==> src/rtl/mem_port_arbiter_pkg.sv <==
// Shared types and constants for the instruction/data memory port arbiter.
package mem_port_arbiter_pkg;

  localparam int unsigned Xlen               = 64;
  localparam int unsigned Ilen               = 32;
  localparam int unsigned MaxWaitDefault     = 15;
  localparam int unsigned StreakLimitDefault = 2;
  localparam int unsigned WaitCntW           = 4;

  typedef enum logic [1:0] {
    StIdle,
    StBusyIf,
    StBusyDm,
    StDone
  } arb_state_e;

endpackage

==> src/rtl/mem_port_arbiter_if.sv <==
// Bundle of fetch, data and memory-side handshake signals around the arbiter.
interface mem_port_arbiter_if;
  import mem_port_arbiter_pkg::*;

  logic            if_req;
  logic [Xlen-1:0] if_addr;
  logic            if_ready;
  logic [Ilen-1:0] if_rdata;

  logic            dm_read;
  logic            dm_write;
  logic [Xlen-1:0] dm_addr;
  logic [Xlen-1:0] dm_wdata;
  logic            dm_ready;
  logic [Xlen-1:0] dm_rdata;

  logic            m_valid;
  logic            m_we;
  logic [Xlen-1:0] m_addr;
  logic [Xlen-1:0] m_wdata;
  logic            m_ack;
  logic [Xlen-1:0] m_rdata;

  logic            err;
  logic            stall_if;
  logic            stall_mem;

  // Arbiter side.
  modport master (
    input  if_req, if_addr, dm_read, dm_write, dm_addr, dm_wdata, m_ack, m_rdata,
    output if_ready, if_rdata, dm_ready, dm_rdata, m_valid, m_we, m_addr, m_wdata,
    output err, stall_if, stall_mem
  );

  // Pipeline and memory side.
  modport slave (
    output if_req, if_addr, dm_read, dm_write, dm_addr, dm_wdata, m_ack, m_rdata,
    input  if_ready, if_rdata, dm_ready, dm_rdata, m_valid, m_we, m_addr, m_wdata,
    input  err, stall_if, stall_mem
  );

endinterface

==> src/rtl/mem_wait_timer.sv <==
// Counts BUSY cycles without an ack; expired_o fires in the cycle the count reaches MaxWait.
module mem_wait_timer
  import mem_port_arbiter_pkg::*;
#(
  parameter int unsigned MaxWait = MaxWaitDefault
) (
  input  logic clk,
  input  logic rst,
  input  logic start_i,
  input  logic tick_i,
  input  logic ack_i,
  output logic expired_o
);

  localparam logic [WaitCntW-1:0] LastCnt = WaitCntW'(MaxWait - 1);

  logic [WaitCntW-1:0] cnt_q, cnt_d;

  // An ack in the final cycle takes priority over the timeout.
  assign expired_o = tick_i & ~ack_i & (cnt_q == LastCnt);

  always_comb begin
    cnt_d = cnt_q;
    if (start_i) begin
      cnt_d = '0;
    end else if (tick_i && !ack_i && !expired_o) begin
      cnt_d = cnt_q + 1'b1;
    end
  end

  always_ff @(posedge clk or posedge rst) begin
    if (rst) begin
      cnt_q <= '0;
    end else begin
      cnt_q <= cnt_d;
    end
  end

endmodule

==> src/rtl/mem_port_arbiter.sv <==
// Shares one memory port between instruction fetch and data access, DM-priority with an
// anti-starvation streak limit for IF, and a bounded wait for the memory ack.
module mem_port_arbiter
  import mem_port_arbiter_pkg::*;
#(
  parameter int unsigned MAX_WAIT     = MaxWaitDefault,
  parameter int unsigned STREAK_LIMIT = StreakLimitDefault
) (
  input logic               clk,
  input logic               rst,
  mem_port_arbiter_if.master bus
);

  localparam int unsigned         StreakW   = (STREAK_LIMIT < 1) ? 1 : $clog2(STREAK_LIMIT + 1);
  localparam logic [StreakW-1:0] StreakMax = StreakW'(STREAK_LIMIT);

  arb_state_e      state_q, state_d;
  logic [StreakW-1:0] streak_q, streak_d;
  logic            m_valid_q, m_valid_d;
  logic            m_we_q, m_we_d;
  logic [Xlen-1:0] m_addr_q, m_addr_d;
  logic [Xlen-1:0] m_wdata_q, m_wdata_d;
  logic [Ilen-1:0] if_rdata_q, if_rdata_d;
  logic [Xlen-1:0] dm_rdata_q, dm_rdata_d;
  logic            if_ready_q, if_ready_d;
  logic            dm_ready_q, dm_ready_d;
  logic            err_q, err_d;

  logic dm_req;
  logic grant_if;
  logic grant_dm;
  logic busy;
  logic expired;
  logic finish;

  assign dm_req   = bus.dm_read | bus.dm_write;
  // IF only beats a pending DM request once DM has used up its streak.
  assign grant_if = (state_q == StIdle) & bus.if_req & (~dm_req | (streak_q == StreakMax));
  assign grant_dm = (state_q == StIdle) & dm_req & ~grant_if;
  assign busy     = (state_q == StBusyIf) | (state_q == StBusyDm);
  assign finish   = busy & (bus.m_ack | expired);

  mem_wait_timer #(
    .MaxWait (MAX_WAIT)
  ) u_wait_timer (
    .clk       (clk),
    .rst       (rst),
    .start_i   (grant_if | grant_dm),
    .tick_i    (busy),
    .ack_i     (bus.m_ack),
    .expired_o (expired)
  );

  always_comb begin
    state_d    = state_q;
    streak_d   = streak_q;
    m_valid_d  = m_valid_q;
    m_we_d     = m_we_q;
    m_addr_d   = m_addr_q;
    m_wdata_d  = m_wdata_q;
    if_rdata_d = if_rdata_q;
    dm_rdata_d = dm_rdata_q;
    if_ready_d = 1'b0;
    dm_ready_d = 1'b0;
    err_d      = 1'b0;

    unique case (state_q)
      StIdle: begin
        if (grant_if) begin
          state_d   = StBusyIf;
          streak_d  = '0;
          m_valid_d = 1'b1;
          m_we_d    = 1'b0;
          m_addr_d  = bus.if_addr;
          m_wdata_d = '0;
        end else if (grant_dm) begin
          state_d   = StBusyDm;
          m_valid_d = 1'b1;
          m_we_d    = bus.dm_write;
          m_addr_d  = bus.dm_addr;
          m_wdata_d = bus.dm_wdata;
          if (!bus.if_req) begin
            streak_d = '0;
          end else if (streak_q != StreakMax) begin
            streak_d = streak_q + 1'b1;
          end
        end
      end
      StBusyIf, StBusyDm: begin
        if (finish) begin
          state_d   = StDone;
          m_valid_d = 1'b0;
          err_d     = expired;
          if (state_q == StBusyIf) begin
            if_ready_d = 1'b1;
            if_rdata_d = expired ? '0 : bus.m_rdata[Ilen-1:0];
          end else begin
            dm_ready_d = 1'b1;
            dm_rdata_d = expired ? '0 : bus.m_rdata;
          end
        end
      end
      StDone: begin
        state_d = StIdle;
      end
      default: begin
        state_d = StIdle;
      end
    endcase
  end

  always_ff @(posedge clk or posedge rst) begin
    if (rst) begin
      state_q    <= StIdle;
      streak_q   <= '0;
      m_valid_q  <= 1'b0;
      m_we_q     <= 1'b0;
      m_addr_q   <= '0;
      m_wdata_q  <= '0;
      if_rdata_q <= '0;
      dm_rdata_q <= '0;
      if_ready_q <= 1'b0;
      dm_ready_q <= 1'b0;
      err_q      <= 1'b0;
    end else begin
      state_q    <= state_d;
      streak_q   <= streak_d;
      m_valid_q  <= m_valid_d;
      m_we_q     <= m_we_d;
      m_addr_q   <= m_addr_d;
      m_wdata_q  <= m_wdata_d;
      if_rdata_q <= if_rdata_d;
      dm_rdata_q <= dm_rdata_d;
      if_ready_q <= if_ready_d;
      dm_ready_q <= dm_ready_d;
      err_q      <= err_d;
    end
  end

  assign bus.m_valid   = m_valid_q;
  assign bus.m_we      = m_we_q;
  assign bus.m_addr    = m_addr_q;
  assign bus.m_wdata   = m_wdata_q;
  assign bus.if_rdata  = if_rdata_q;
  assign bus.dm_rdata  = dm_rdata_q;
  assign bus.if_ready  = if_ready_q;
  assign bus.dm_ready  = dm_ready_q;
  assign bus.err       = err_q;
  assign bus.stall_if  = bus.if_req & ~if_ready_q;
  assign bus.stall_mem = dm_req & ~dm_ready_q;

endmodule

==> src/flat_wrapper.sv <==
// flat-port wrapper written by rule: the top's interface ports become plain ports
module mem_port_arbiter_flat import mem_port_arbiter_pkg::*;
#(
  parameter int unsigned MAX_WAIT     = MaxWaitDefault,
  parameter int unsigned STREAK_LIMIT = StreakLimitDefault
)
  (clk, rst, bus_if_req, bus_if_addr, bus_dm_read, bus_dm_write, bus_dm_addr, bus_dm_wdata, bus_m_ack, bus_m_rdata, bus_if_ready, bus_if_rdata, bus_dm_ready, bus_dm_rdata, bus_m_valid, bus_m_we, bus_m_addr, bus_m_wdata, bus_err, bus_stall_if, bus_stall_mem);
  mem_port_arbiter_if bus_i ();
  input logic clk;
  input logic rst;
  input wire logic [$bits(bus_i.if_req)-1:0] bus_if_req;
  input wire logic [$bits(bus_i.if_addr)-1:0] bus_if_addr;
  input wire logic [$bits(bus_i.dm_read)-1:0] bus_dm_read;
  input wire logic [$bits(bus_i.dm_write)-1:0] bus_dm_write;
  input wire logic [$bits(bus_i.dm_addr)-1:0] bus_dm_addr;
  input wire logic [$bits(bus_i.dm_wdata)-1:0] bus_dm_wdata;
  input wire logic [$bits(bus_i.m_ack)-1:0] bus_m_ack;
  input wire logic [$bits(bus_i.m_rdata)-1:0] bus_m_rdata;
  output wire logic [$bits(bus_i.if_ready)-1:0] bus_if_ready;
  output wire logic [$bits(bus_i.if_rdata)-1:0] bus_if_rdata;
  output wire logic [$bits(bus_i.dm_ready)-1:0] bus_dm_ready;
  output wire logic [$bits(bus_i.dm_rdata)-1:0] bus_dm_rdata;
  output wire logic [$bits(bus_i.m_valid)-1:0] bus_m_valid;
  output wire logic [$bits(bus_i.m_we)-1:0] bus_m_we;
  output wire logic [$bits(bus_i.m_addr)-1:0] bus_m_addr;
  output wire logic [$bits(bus_i.m_wdata)-1:0] bus_m_wdata;
  output wire logic [$bits(bus_i.err)-1:0] bus_err;
  output wire logic [$bits(bus_i.stall_if)-1:0] bus_stall_if;
  output wire logic [$bits(bus_i.stall_mem)-1:0] bus_stall_mem;
  assign bus_i.if_req = bus_if_req;
  assign bus_i.if_addr = bus_if_addr;
  assign bus_i.dm_read = bus_dm_read;
  assign bus_i.dm_write = bus_dm_write;
  assign bus_i.dm_addr = bus_dm_addr;
  assign bus_i.dm_wdata = bus_dm_wdata;
  assign bus_i.m_ack = bus_m_ack;
  assign bus_i.m_rdata = bus_m_rdata;
  assign bus_if_ready = bus_i.if_ready;
  assign bus_if_rdata = bus_i.if_rdata;
  assign bus_dm_ready = bus_i.dm_ready;
  assign bus_dm_rdata = bus_i.dm_rdata;
  assign bus_m_valid = bus_i.m_valid;
  assign bus_m_we = bus_i.m_we;
  assign bus_m_addr = bus_i.m_addr;
  assign bus_m_wdata = bus_i.m_wdata;
  assign bus_err = bus_i.err;
  assign bus_stall_if = bus_i.stall_if;
  assign bus_stall_mem = bus_i.stall_mem;
  mem_port_arbiter #(.MAX_WAIT(MAX_WAIT), .STREAK_LIMIT(STREAK_LIMIT)) u_core (.clk(clk), .rst(rst), .bus(bus_i));
endmodule
==> config.mk <==
export PLATFORM = sky130hd
export DESIGN_NAME = mem_port_arbiter_flat
export DESIGN_NICKNAME = d
export VERILOG_FILES = /design/src/rtl/mem_port_arbiter_pkg.sv /design/src/rtl/mem_port_arbiter_if.sv /design/src/rtl/mem_wait_timer.sv /design/src/rtl/mem_port_arbiter.sv /design/src/flat_wrapper.sv
export SDC_FILE = /design/constraint.sdc
export NUM_CORES = 1
export LEC_CHECK = 0
export CORE_AREA = 4 4 189 191
export CTS_CLUSTER_DIAMETER = 60
export DETAILED_ROUTE_END_ITERATION = 10
export DIE_AREA = 0 0 193 195
export MAX_ROUTING_LAYER = met4
export PLACE_DENSITY = 0.7
export SLEW_MARGIN = 20
export SYNTH_ARGS = -nofsm -noshare
export SYNTH_HDL_FRONTEND = slang
export SYNTH_SLANG_ARGS = --single-unit
export TNS_END_PERCENT = 50
==> constraint.sdc <==
create_clock -name clk -period 9.6 [get_ports clk]
set_clock_uncertainty 0.2 [all_clocks]
set_input_delay 2.4 -clock clk [delete_from_list [all_inputs] [get_ports clk]]
set_output_delay 2.4 -clock clk [all_outputs]
set_load 0.005 [all_outputs]
==> After elaboration in Yosys (flattened, before gate mapping) <==
Index checks and enable logic that the tools add are counted.
{ "totals": {"register_bits": 237, "out_inout_bits": 231, "wordCells": 88} }
{ "classes": {"add_sub_neg": 2, "n_eq_ne": 9, "n_mux": 30, "bitwise": 20, "n_reduce_logical": 15} }
{ "ops": {"columns": ["op", "n"], "rows": [
  ["two-way mux 64 bit", 5],
  ["two-way mux 32 bit", 1],
  ["two-way mux 2 bit", 7],
  ["two-way mux 1 bit", 13],
  ["AND reduction 3 bit", 4],
  ["AND 1 bit", 9],
  ["two-way mux 4 bit", 2],
  ["== test 2 bit (second input constant)", 3],
  ["!= test 3 x 1 -> 1 bit (second input constant)", 2],
  ["NOT 1 bit", 6],
  ["one-hot mux 2 bit (3 select lines)", 1],
  ["nonzero test 2 bit", 3],
  ["OR 1 bit", 5],
  ["adder 4 x 1 -> 4 bit (second input constant)", 1],
  ["== test 4 bit (second input constant)", 1],
  ["AND reduction 2 bit", 2],
  ["adder 2 x 1 -> 2 bit (second input constant)", 1],
  ["== test 2 x 1 -> 1 bit (second input constant)", 1],
  ["logical AND 1 bit", 2],
  ["logical NOT 1 bit", 2],
  ["logical NOT 2 bit", 1],
  ["!= test 2 x 1 -> 1 bit (second input constant)", 1],
  ["!= test 2 bit (second input constant)", 1],
  ["one-hot mux 1 bit (2 select lines)", 1],
  ["OR reduction 2 bit", 1]
]} }

==> Longest topological paths before layout <==
Gate-level depths: netlist (run 1).
{ "depth": {"word_depth": 9, "mapped_depth": 10, "ltp_nobuf": 6} }

==> By module <==
Synthesis (run 1) repeated with hierarchy kept, for this count alone.
{ "unflattened": {"cells_unflattened": 976, "area_unflattened_um2": 10033.4} }
{ "modules_own_cells": {"columns": ["mod", "n_inst", "cells_each", "area_per_inst_um2"], "rows": [
  ["mem_port_arbiter", 1, 949, 9791.9],
  ["mem_wait_timer", 1, 27, 241.5]
]} }

==> Least setup slack after synthesis (run 1) <==
No wires, ideal clock.
{ "synth_timing": {"kind": "input to output", "start": "input port bus_if_req", "end": "output port bus_stall_if", "t_arrival_ns": 2.531, "slack_ns": 4.469, "path_stages": 1, "path_cell_list": "nor2b_1"} }
{ "synth_between": {"elab_chain_cells": 1} }
{ "synth_rtl": {"columns": ["item", "line", "rtl"], "rows": [
  ["from (decl)", "flat_wrapper.sv:11", "input wire logic [$bits(bus_i.if_req)-1:0] bus_if_req;"],
  ["AND 1 bit", "mem_port_arbiter.sv:149", "assign bus.stall_if = bus.if_req & ~if_ready_q;"],
  ["to (decl)", "flat_wrapper.sv:28", "output wire logic [$bits(bus_i.stall_if)-1:0] bus_stall_if;"]
]} }
Every way passes these cells.

==> Final worst setup path (run 1) <==
{ "layout_timing": {"start": "input port bus_dm_write", "end": "output port bus_stall_mem"} }
{ "layout_between": {"elab_chain_cells": 2} }
{ "layout_rtl": {"columns": ["item", "line", "rtl"], "rows": [
  ["from (decl)", "flat_wrapper.sv:14", "input wire logic [$bits(bus_i.dm_write)-1:0] bus_dm_write;"],
  ["OR 1 bit", "mem_port_arbiter.sv:36", "assign dm_req = bus.dm_read | bus.dm_write;"],
  ["AND 1 bit", "mem_port_arbiter.sv:150", "assign bus.stall_mem = dm_req & ~dm_ready_q;"],
  ["to (decl)", "flat_wrapper.sv:29", "output wire logic [$bits(bus_i.stall_mem)-1:0] bus_stall_mem;"]
]} }
Every way passes these cells.

==> results of run 1 <==
metrics by stage:
step | area (µm²) | util [%] | hold slack (ps) | instances | worst slack [ps]
after detailed placement | 14600 | 42.8 | 275 | 1613 | 3200
after CTS | 15400 | 45.3 | 288 | 1656 | 3190
after floorplan | 9310 | - | 254 | 713 | 497
after global routing | 15400 | 45.3 | 310 | 1656 | 3100
final | 15400 | 45.3 | 280 | 1656 | 3160
after global placement | 14600 | 42.8 | 267 | 1613 | 3180
critical path: cells and delay by family:
| kind | cells | cell delay [ps] |
|---|---|---|
| simple gates | 2 | 240 |
| buf+inv | 2 | 1200 |
sequential cells by signal (all words and copies together), names as in the netlist:
name / count
u_core.bus.dm_rdata: 64
u_core.bus.m_addr: 64
u_core.bus.m_wdata: 64
u_core.bus.if_rdata: 32
u_core.u_wait_timer.cnt_q: 4
u_core.state_q: 2
u_core.streak_q: 2
u_core.bus.dm_ready: 1
u_core.bus.err: 1
u_core.bus.if_ready: 1
u_core.bus.m_valid: 1
u_core.bus.m_we: 1
cell usage after synthesis, types with 3 or more instances:
library cell / n
dfrtp_1: 237
nor2_1: 5
clkbuf_1: 28
a22o_1: 161
nand2_1: 71
buf_2: 13
and2_1: 3
ha_1: 9
inv_1: 8
nor3_1: 3
o21ai_1: 65
o21ai_0: 5
buf_6: 9
mux2i_1: 64
logic make-up (layout without fill, tap and decap cells):
group	count (synthesis)	count (layout)	share of synthesized area (%)
AOI/OAI and AO/OA	249	249	20.5
xor gates and xnor gates	1	1	0.0941
adders and majority gates	9	9	1.21
buffers and inverters	63	551	3.65
DFF	237	237	63.7
muxes	64	64	6.88
and+or+nand+nor	90	90	3.95
cell type report:
cell class	instances	area share, %
clock inverter	6	0.607
tap	455	3.68
sequential	237	38.4
timing repair buffer	500	32.4
inverter	8	0.243
clock buffer	37	4.87
multi-input combinational	413	19.8
worst max-delay path by stage:
| stage | endpoint | slack [ps] |
|---|---|---|
| after floorplan | u_core.bus.dm_rdata[0] | 500 |
| after global placement | bus_stall_mem | 3180 |
| after detailed placement | bus_stall_mem | 3200 |
| after CTS | bus_stall_mem | 3190 |
| after global routing | bus_stall_mem | 3100 |
| final | bus_stall_mem | 3160 |
layer usage:
layer  global-route usage, %  vias up  wire (µm)
met5                       -        -          0
met4                    3.86        0        661
met3                    3.41       44       2390
met2                    27.1      297      15600
met1                    20.1     3783      12800
li1                        -     3575          -
power groups by stage:
stage	sequential (mW)	clock, mW	combinational [mW]
after CTS	1.74	1.03	2.14
after global routing	1.80	1.07	2.27
final	1.74	0.993	2.11
after floorplan	1.76	0	0.860
after global placement	1.73	0	2.10
after detailed placement	1.74	0	2.14
==> results.cfg, run 1 <==
[run_status]
status = finished clean

[cells_and_area]
areaGrowthSynthToFinish_pct = 65.9
register_area_mm2 = 0.00593
drive_above_1_share_pct = 4.33
most-common-layout-cells = clkdlybuf4s50_1, dfrtp_1, a22o_1, nand2_1, o21ai_1
antenna_cells = 0
fillers = 3169
nets = 1457
final_common_cell = clkdlybuf4s50_1
multi_input_area_mm2 = 0.00306

[power]
p_switching_mw = 1.50
ir_worst_vdd_uv = 160
p_clk_share_pct = 20.5
intPower_mw = 3.34
pwr_density_cell_mw_per_mm2 = 314
swShare_pct = 31.1
power_mw = 4.84
p_seq_share_pct = 36.0
p_leak_nw = 7.07
combPwrFrac_pct = 43.6

[cts]
cts_setup_buffers = 0
cts_hold_buf = 0
worstSkewPairLatency_ps = 530
cts_max_level = 1
cts-buffers-inserted = 26
post_cts_resize_count = 0
clock_sinks = 237
clockRootBuffer = clkbuf_16
cts_tree = yes
cts.clk_slew.worst_paths_ps = 50
clockBufferDepth = 3

[yosys]
synth_top_area_share_pct = 63.7
synth_seq_area_share_pct = 63.7
syn-instance-count = 713
synthArstFlopShare_pct = 100
yosysWarningCount = 0
synth_edf_count = 0
synth_area_leaders = dfrtp_1, a22o_1, mux2i_1, o21ai_1, nand2_1
yosys.area.top_type = dfrtp_1
synth-main-ff-cell = dfrtp_1
synth_fp_nets = 984
synth.distinct_cells = 40
syn_avg_cell_area_um2 = 13.1
synth_area_mm2 = 0.00931
synth-seq-cells = 237

[placement]
hpwl_mm = 22.8
gp_congestion = 0.828
portBuffers = 492

[critical_path]
reg2regPathDepth = 7
cp-end-kind = primary output
ff2ff_setup_slack_ps = 6600
cp_slowest_cell = clkdlybuf4s50_1
cp_cell_sequence = clkdlybuf4s50_1 > nor2_1 > nor2_1 > clkdlybuf4s50_1
crit_arrival_ps = 3840
r2r_start = u_core.state_q[0]
critPathKind = primary input to primary output
r2r_end = u_core.bus.m_addr[26]
cp-startpoint = bus_dm_write
slowest_delay_ps = 660
start_kind = primary input
crit_fanout = 7
cp.required_ps = 7000

[global_routing]
grt_use_total_pct = 16.2
grt_pass1_wl_mm = 47.4
grt_max_degree = 185
grt_pass1_vias = 8200
antenna_found_initial = 0
gr-total-overflow = 0

[detailed_routing]
wire_per_inst_um = 19.0
route.detailed.drc = 0
vias = 7699
drt_iter0_drc = 349
first_pass_iters = 4
avgViaCountPerCell = 4.65
final_antenna_net_count = 0
wl_mm = 31.5

[min_path]
holdPathEnd = u_core.bus.m_addr[2]
hold_class = flop to flop
hp-start = u_core.bus.m_addr[2]
holdPathStages = 2

[floorplan]
initial_core_util_pct = 27.3
die_y_um = 195
io_pins = 493
core-area_mm2 = 0.0341
die-area_mm2 = 0.0376
fp.dieW_um = 193
rows = 68

[timing]
tightestPinTransition_ps = 955
slew_headroom_pct = 36.4
finalCritPeriodShare_pct = 67.1
setup_tns_ps = 0
hold_viol = 0
layout_min_cycle_time_ps = 6440
final-setup-viol-count = 0
fmax_ghz = 0.155
final-max-slew-violation-count = 0
rsz0062_at_grt = false

[run]
drv_cap = 0
No activity file was read; power rests on OpenSTA's default activity.
==> run 2, diff against run 1 <==
--- a/config.mk
+++ b/config.mk
@@ -10,7 +10,7 @@
 export DETAILED_ROUTE_END_ITERATION = 10
 export DIE_AREA = 0 0 193 195
 export MAX_ROUTING_LAYER = met4
-export PLACE_DENSITY = 0.7
+export PLACE_DENSITY = 0.73
 export SLEW_MARGIN = 20
 export SYNTH_ARGS = -nofsm -noshare
 export SYNTH_HDL_FRONTEND = slang
==> constraint.sdc (replaced) <==
create_clock -name clk -period 5.27 [get_ports clk]
set_clock_uncertainty 0.2 [all_clocks]
set_input_delay 1.3175 -clock clk [delete_from_list [all_inputs] [get_ports clk]]
set_output_delay 1.3175 -clock clk [all_outputs]
set_load 0.005 [all_outputs]
==> run 2 against run 1 <==
Net effect: non-clock buffer count is 11 higher; wire length down 2.1%; combinational power is 84% higher; global-route usage fell by 0.31 points; final cell count grew 0.97%; sequential cell count did not move; register-to-register slack got worse by 4100 ps; setup slack got worse by 2100 ps; first-iteration DRC count down 11%; via count rose by 0.35%; critical path type unchanged; highest routed layer unchanged.
==> results.cfg, run 2 (synthesis gave the netlist of run 1 again) <==
[detailed_routing]
route.detailed.drc = 0
avgViaCountPerCell = 4.62
final_antenna_net_count = 0
wl_mm = 30.8
wire_per_inst_um = 18.4
first_pass_iters = 4
vias = 7726
drt_iter0_drc = 310

[timing]
final-setup-viol-count = 0
hold_viol = 0
setup_tns_ps = 0
layout_min_cycle_time_ps = 4250
setup_slack_ps = 1020
tightestPinTransition_ps = 936
fmax_ghz = 0.235
final-max-slew-violation-count = 0
whs_ps = 281
finalCritPeriodShare_pct = 80.7
slew_headroom_pct = 37.6
rsz0062_at_grt = false

[cts]
cts-buffers-inserted = 27
clockRootBuffer = clkbuf_16
cts_max_level = 1
worstSkewPairLatency_ps = 520
cts_setup_buffers = 0
cts_tree = yes
post_cts_resize_count = 0
clock_sinks = 237
cts_hold_buf = 0
cts.clk_slew.worst_paths_ps = 60
clockBufferDepth = 3

[floorplan]
initial_core_util_pct = 27.3
fp.dieW_um = 193
die-area_mm2 = 0.0376
core-area_mm2 = 0.0341
io_pins = 493
die_y_um = 195
rows = 68

[power]
p_leak_nw = 7.18
pwr_density_cell_mw_per_mm2 = 574
power_mw = 8.98
ir_worst_vdd_uv = 280

[cells_and_area]
nets = 1469
design_area_mm2 = 0.0157
most-common-layout-cells = clkdlybuf4s50_1, dfrtp_1, a22o_1, nand2_1, o21ai_1
final_common_cell = clkdlybuf4s50_1
final_util_pct = 45.9
drive_above_1_share_pct = 5.59
finalNonFillerCells = 1672
antenna_cells = 0
areaGrowthSynthToFinish_pct = 68.2

[critical_path]
crit_fanout = 7
crit_arrival_ps = 2740
path_buf_inv = 2
cp_slowest_cell = clkdlybuf4s50_1
critPathKind = primary input to primary output
start_kind = primary input
cp-end-kind = primary output
cp_cell_sequence = clkdlybuf4s50_1 > nor2_1 > nor2_1 > clkdlybuf4s50_1
slowest_delay_ps = 660
crit_family = buffers and inverters
cp.required_ps = 3750

[global_routing]
gr-total-overflow = 0
grt_pass1_wl_mm = 46.6
grt_use_total_pct = 15.9
grt_pass1_vias = 8121
antenna_found_initial = 0
grt_max_degree = 83

[placement]
post-place-ws_ps = 1020
portBuffers = 492
dpl-instance-area_mm2 = 0.0147
gp_congestion = 0.839
hpwl_mm = 22.5
dp.cells = 1623

[run]
drv_cap = 0

[min_path]
hold_class = flop to flop

[run_status]
status = finished clean
-- run 2: worst min-delay path: stages (launching register included) --
cell and delay (ps):
dfrtp_1 340, nand2_1 50, o21ai_1 60
-- run 2: power breakdown --
group	internal (mW)	switching (mW)
Sequential	2.68	0.491
Clock	1.19	0.736
Combinational	2.37	1.52
-- run 2: cell type report --
class                      count  area, µm²
clock buffer                  39        791
inverter                       8       33.8
multi-input combinational    413       3060
timing repair buffer         511       5150
fill                        3090      18500
tap                          455        569
sequential                   237       5930
clock inverter                 9        133
-- run 2: final timing paths --
path / endpoint / slack [ps] / from / cells after the start
worst min register to register: u_core.bus.m_addr[56] / 280 / u_core.bus.m_addr[56] / 2
min in group asynchronous: u_core.bus.dm_rdata[60] / 1000 / rst / 2
max in group asynchronous: u_core.bus.m_wdata[53] / 2860 / rst / 4
worst max-delay path: bus_stall_mem / 1020 / bus_dm_write / 4
worst min-delay path: u_core.bus.m_addr[56] / 280 / u_core.bus.m_addr[56] / 2
worst max register to register: u_core.bus.m_wdata[46] / 2460 / u_core.state_q[1] / 7
-- run 2: metal layers --
metal  vias to the layer above  GRT usage [%]  wire, µm
li1                       3609              -         -
met1                      3750           19.6     12400
met2                       308           26.4     15100
met3                        59           3.20      2420
met4                         0           4.64       905
met5                         -              -         0
==> run 3, diff against run 2 <==
--- a/config.mk
+++ b/config.mk
@@ -10,7 +10,7 @@
 export DETAILED_ROUTE_END_ITERATION = 10
 export DIE_AREA = 0 0 193 195
 export MAX_ROUTING_LAYER = met4
-export PLACE_DENSITY = 0.73
+export PLACE_DENSITY = 0.7
 export SLEW_MARGIN = 20
 export SYNTH_ARGS = -nofsm -noshare
 export SYNTH_HDL_FRONTEND = slang
==> constraint.sdc (replaced) <==
create_clock -name clk -period 4.1 [get_ports clk]
set_clock_uncertainty 0.2 [all_clocks]
set_input_delay 1.025 -clock clk [delete_from_list [all_inputs] [get_ports clk]]
set_output_delay 1.025 -clock clk [all_outputs]
set_load 0.005 [all_outputs]
==> run 3 against run 2 <==
Net effect: sequential power grew 28%; critical endpoint unchanged; critical path type unchanged; via count increased by 0.61%; largest cell class unchanged; setup slack worse by 520 ps; global-route usage rose by 0.38 points; register-to-register slack lost 870 ps; sequential share of layout area about the same.
==> results.cfg, run 3 (synthesis gave the netlist of run 1 again) <==
[critical_path]
start_kind = primary input
reg2regPathDepth = 7
slowest_delay_ps = 650
crit_arrival_ps = 2380
cp.required_ps = 2870
crit_fanout = 7
cp-end-kind = primary output
cp_slowest_cell = clkdlybuf4s50_1
cp_cell_sequence = clkdlybuf4s50_1 > nor2_1 > nor2_1 > clkdlybuf4s50_1
critPathKind = primary input to primary output

[cts]
cts_hold_buf = 0
post_cts_resize_count = 0
cts_tree = yes
cts_max_level = 1
clockBufferDepth = 3
cts.clk_slew.worst_paths_ps = 60
worstSkewPairLatency_ps = 540
cts_setup_buffers = 0
cts-buffers-inserted = 29
clock_sinks = 237
clockRootBuffer = clkbuf_16

[placement]
dp.cells = 1623
gp_congestion = 0.833
hpwl_mm = 22.7
portBuffers = 492
post-place-ws_ps = 500

[timing]
finalCritPeriodShare_pct = 87.9
setup_slack_ps = 496
layout_min_cycle_time_ps = 3600
rsz0062_at_grt = false
fmax_ghz = 0.277
tightestPinTransition_ps = 841
hold_viol = 0
slew_headroom_pct = 43.9
final-setup-viol-count = 0
final-max-slew-violation-count = 0

[detailed_routing]
wire_per_inst_um = 18.7
drt_iter0_drc = 307
route.detailed.drc = 0
first_pass_iters = 4
vias = 7773
final_antenna_net_count = 0
wl_mm = 31.4
avgViaCountPerCell = 4.64

[run]
drv_cap = 0

[cells_and_area]
multi_input_area_mm2 = 0.00306
final_util_pct = 45.9
fillers = 3060
nets = 1470
drive_above_1_share_pct = 5.82
register_area_mm2 = 0.00593
finalNonFillerCells = 1676
most-common-layout-cells = clkdlybuf4s50_1, dfrtp_1, a22o_1, nand2_1, o21ai_1
areaGrowthSynthToFinish_pct = 68.2
final_common_cell = clkdlybuf4s50_1

[run_status]
status = finished clean

[global_routing]
grt_pass1_vias = 8350
antenna_found_initial = 1
grt_use_total_pct = 16.2
gr-total-overflow = 0
grt_max_degree = 138
grt_pass1_wl_mm = 47.5

[min_path]
holdPathStages = 2
hold_class = flop to flop

[power]
pwr_density_cell_mw_per_mm2 = 737
power_mw = 11.5
p_switching_mw = 3.60
intPower_mw = 7.95
swShare_pct = 31.2
combPwrFrac_pct = 43.5
p_leak_nw = 7.17
ir_worst_vdd_uv = 373
p_clk_share_pct = 21.3
p_seq_share_pct = 35.2

[floorplan]
rows = 68
die_y_um = 195
core-area_mm2 = 0.0341
die-area_mm2 = 0.0376
fp.dieW_um = 193
initial_core_util_pct = 27.3
io_pins = 493
run 3: cell types whose count changed in the layout (fill, tap and decap cells not counted), sizes merged:
cell,delta
bufinv,-2
clkinvlp,+3
diode,+1
clkinv,+4
inv,-1
buf,-1
run 3: path summary, 6_finish.rpt:
| check | end | start | slack (ps) |
|---|---|---|---|
| worst max-delay path | bus_stall_mem | bus_dm_write | 500 |
| worst min-delay path | u_core.bus.m_addr[38] | u_core.bus.m_addr[38] | 280 |
| worst max register to register | u_core.bus.m_wdata[17] | u_core.state_q[0] | 1590 |
| worst min register to register | u_core.bus.m_addr[38] | u_core.bus.m_addr[38] | 280 |
| max in group asynchronous | u_core.bus.m_wdata[6] | rst | 2190 |
| min in group asynchronous | u_core.streak_q[0] | rst | 780 |
run 3: layout make-up:
cell class / count / area share [%]
timing repair buffer: 510 / 32.9
tap: 455 / 3.64
inverter: 8 / 0.216
clock inverter: 13 / 0.687
clock buffer: 39 / 5.19
multi-input combinational: 413 / 19.5
sequential: 237 / 37.9
antenna: 1 / 0.0160
run 3: routing by layer:
layer	track usage (%)	vias to the layer above	part of all wire (%)	routed length [µm]
met5	-	-	0	0
met2	27.1	330	48	15200
met3	3.95	71	8.3	2620
li1	-	3592	-	-
met1	19.3	3780	40	12500
met4	5.30	0	3.3	1040
run 3: worst max-delay path: cells and delay by family:
kind          cells  cell delay [ps]
buf+inv           2             1150
simple gates      2              200
run 3: per-stage QoR:
stage / instance area (µm²) / TNS [ps] / hold slack (ps)
final: 15700 / 0 / 278
after global routing: 15700 / 0 / 305
after CTS: 15700 / 0 / 287
after detailed placement: 14700 / 0 / 274
after global placement: 14700 / 0 / 267
after floorplan: 9320 / -54710 / 254
run 3: power groups by stage:
stage / clock network, mW / registers, mW / logic (mW)
after global placement: 0 / 4.06 / 5.02
after detailed placement: 0 / 4.06 / 5.11
after global routing: 2.63 / 4.20 / 5.47
after floorplan: 0 / 4.11 / 2.01
after CTS: 2.53 / 4.07 / 5.12
final: 2.46 / 4.07 / 5.02
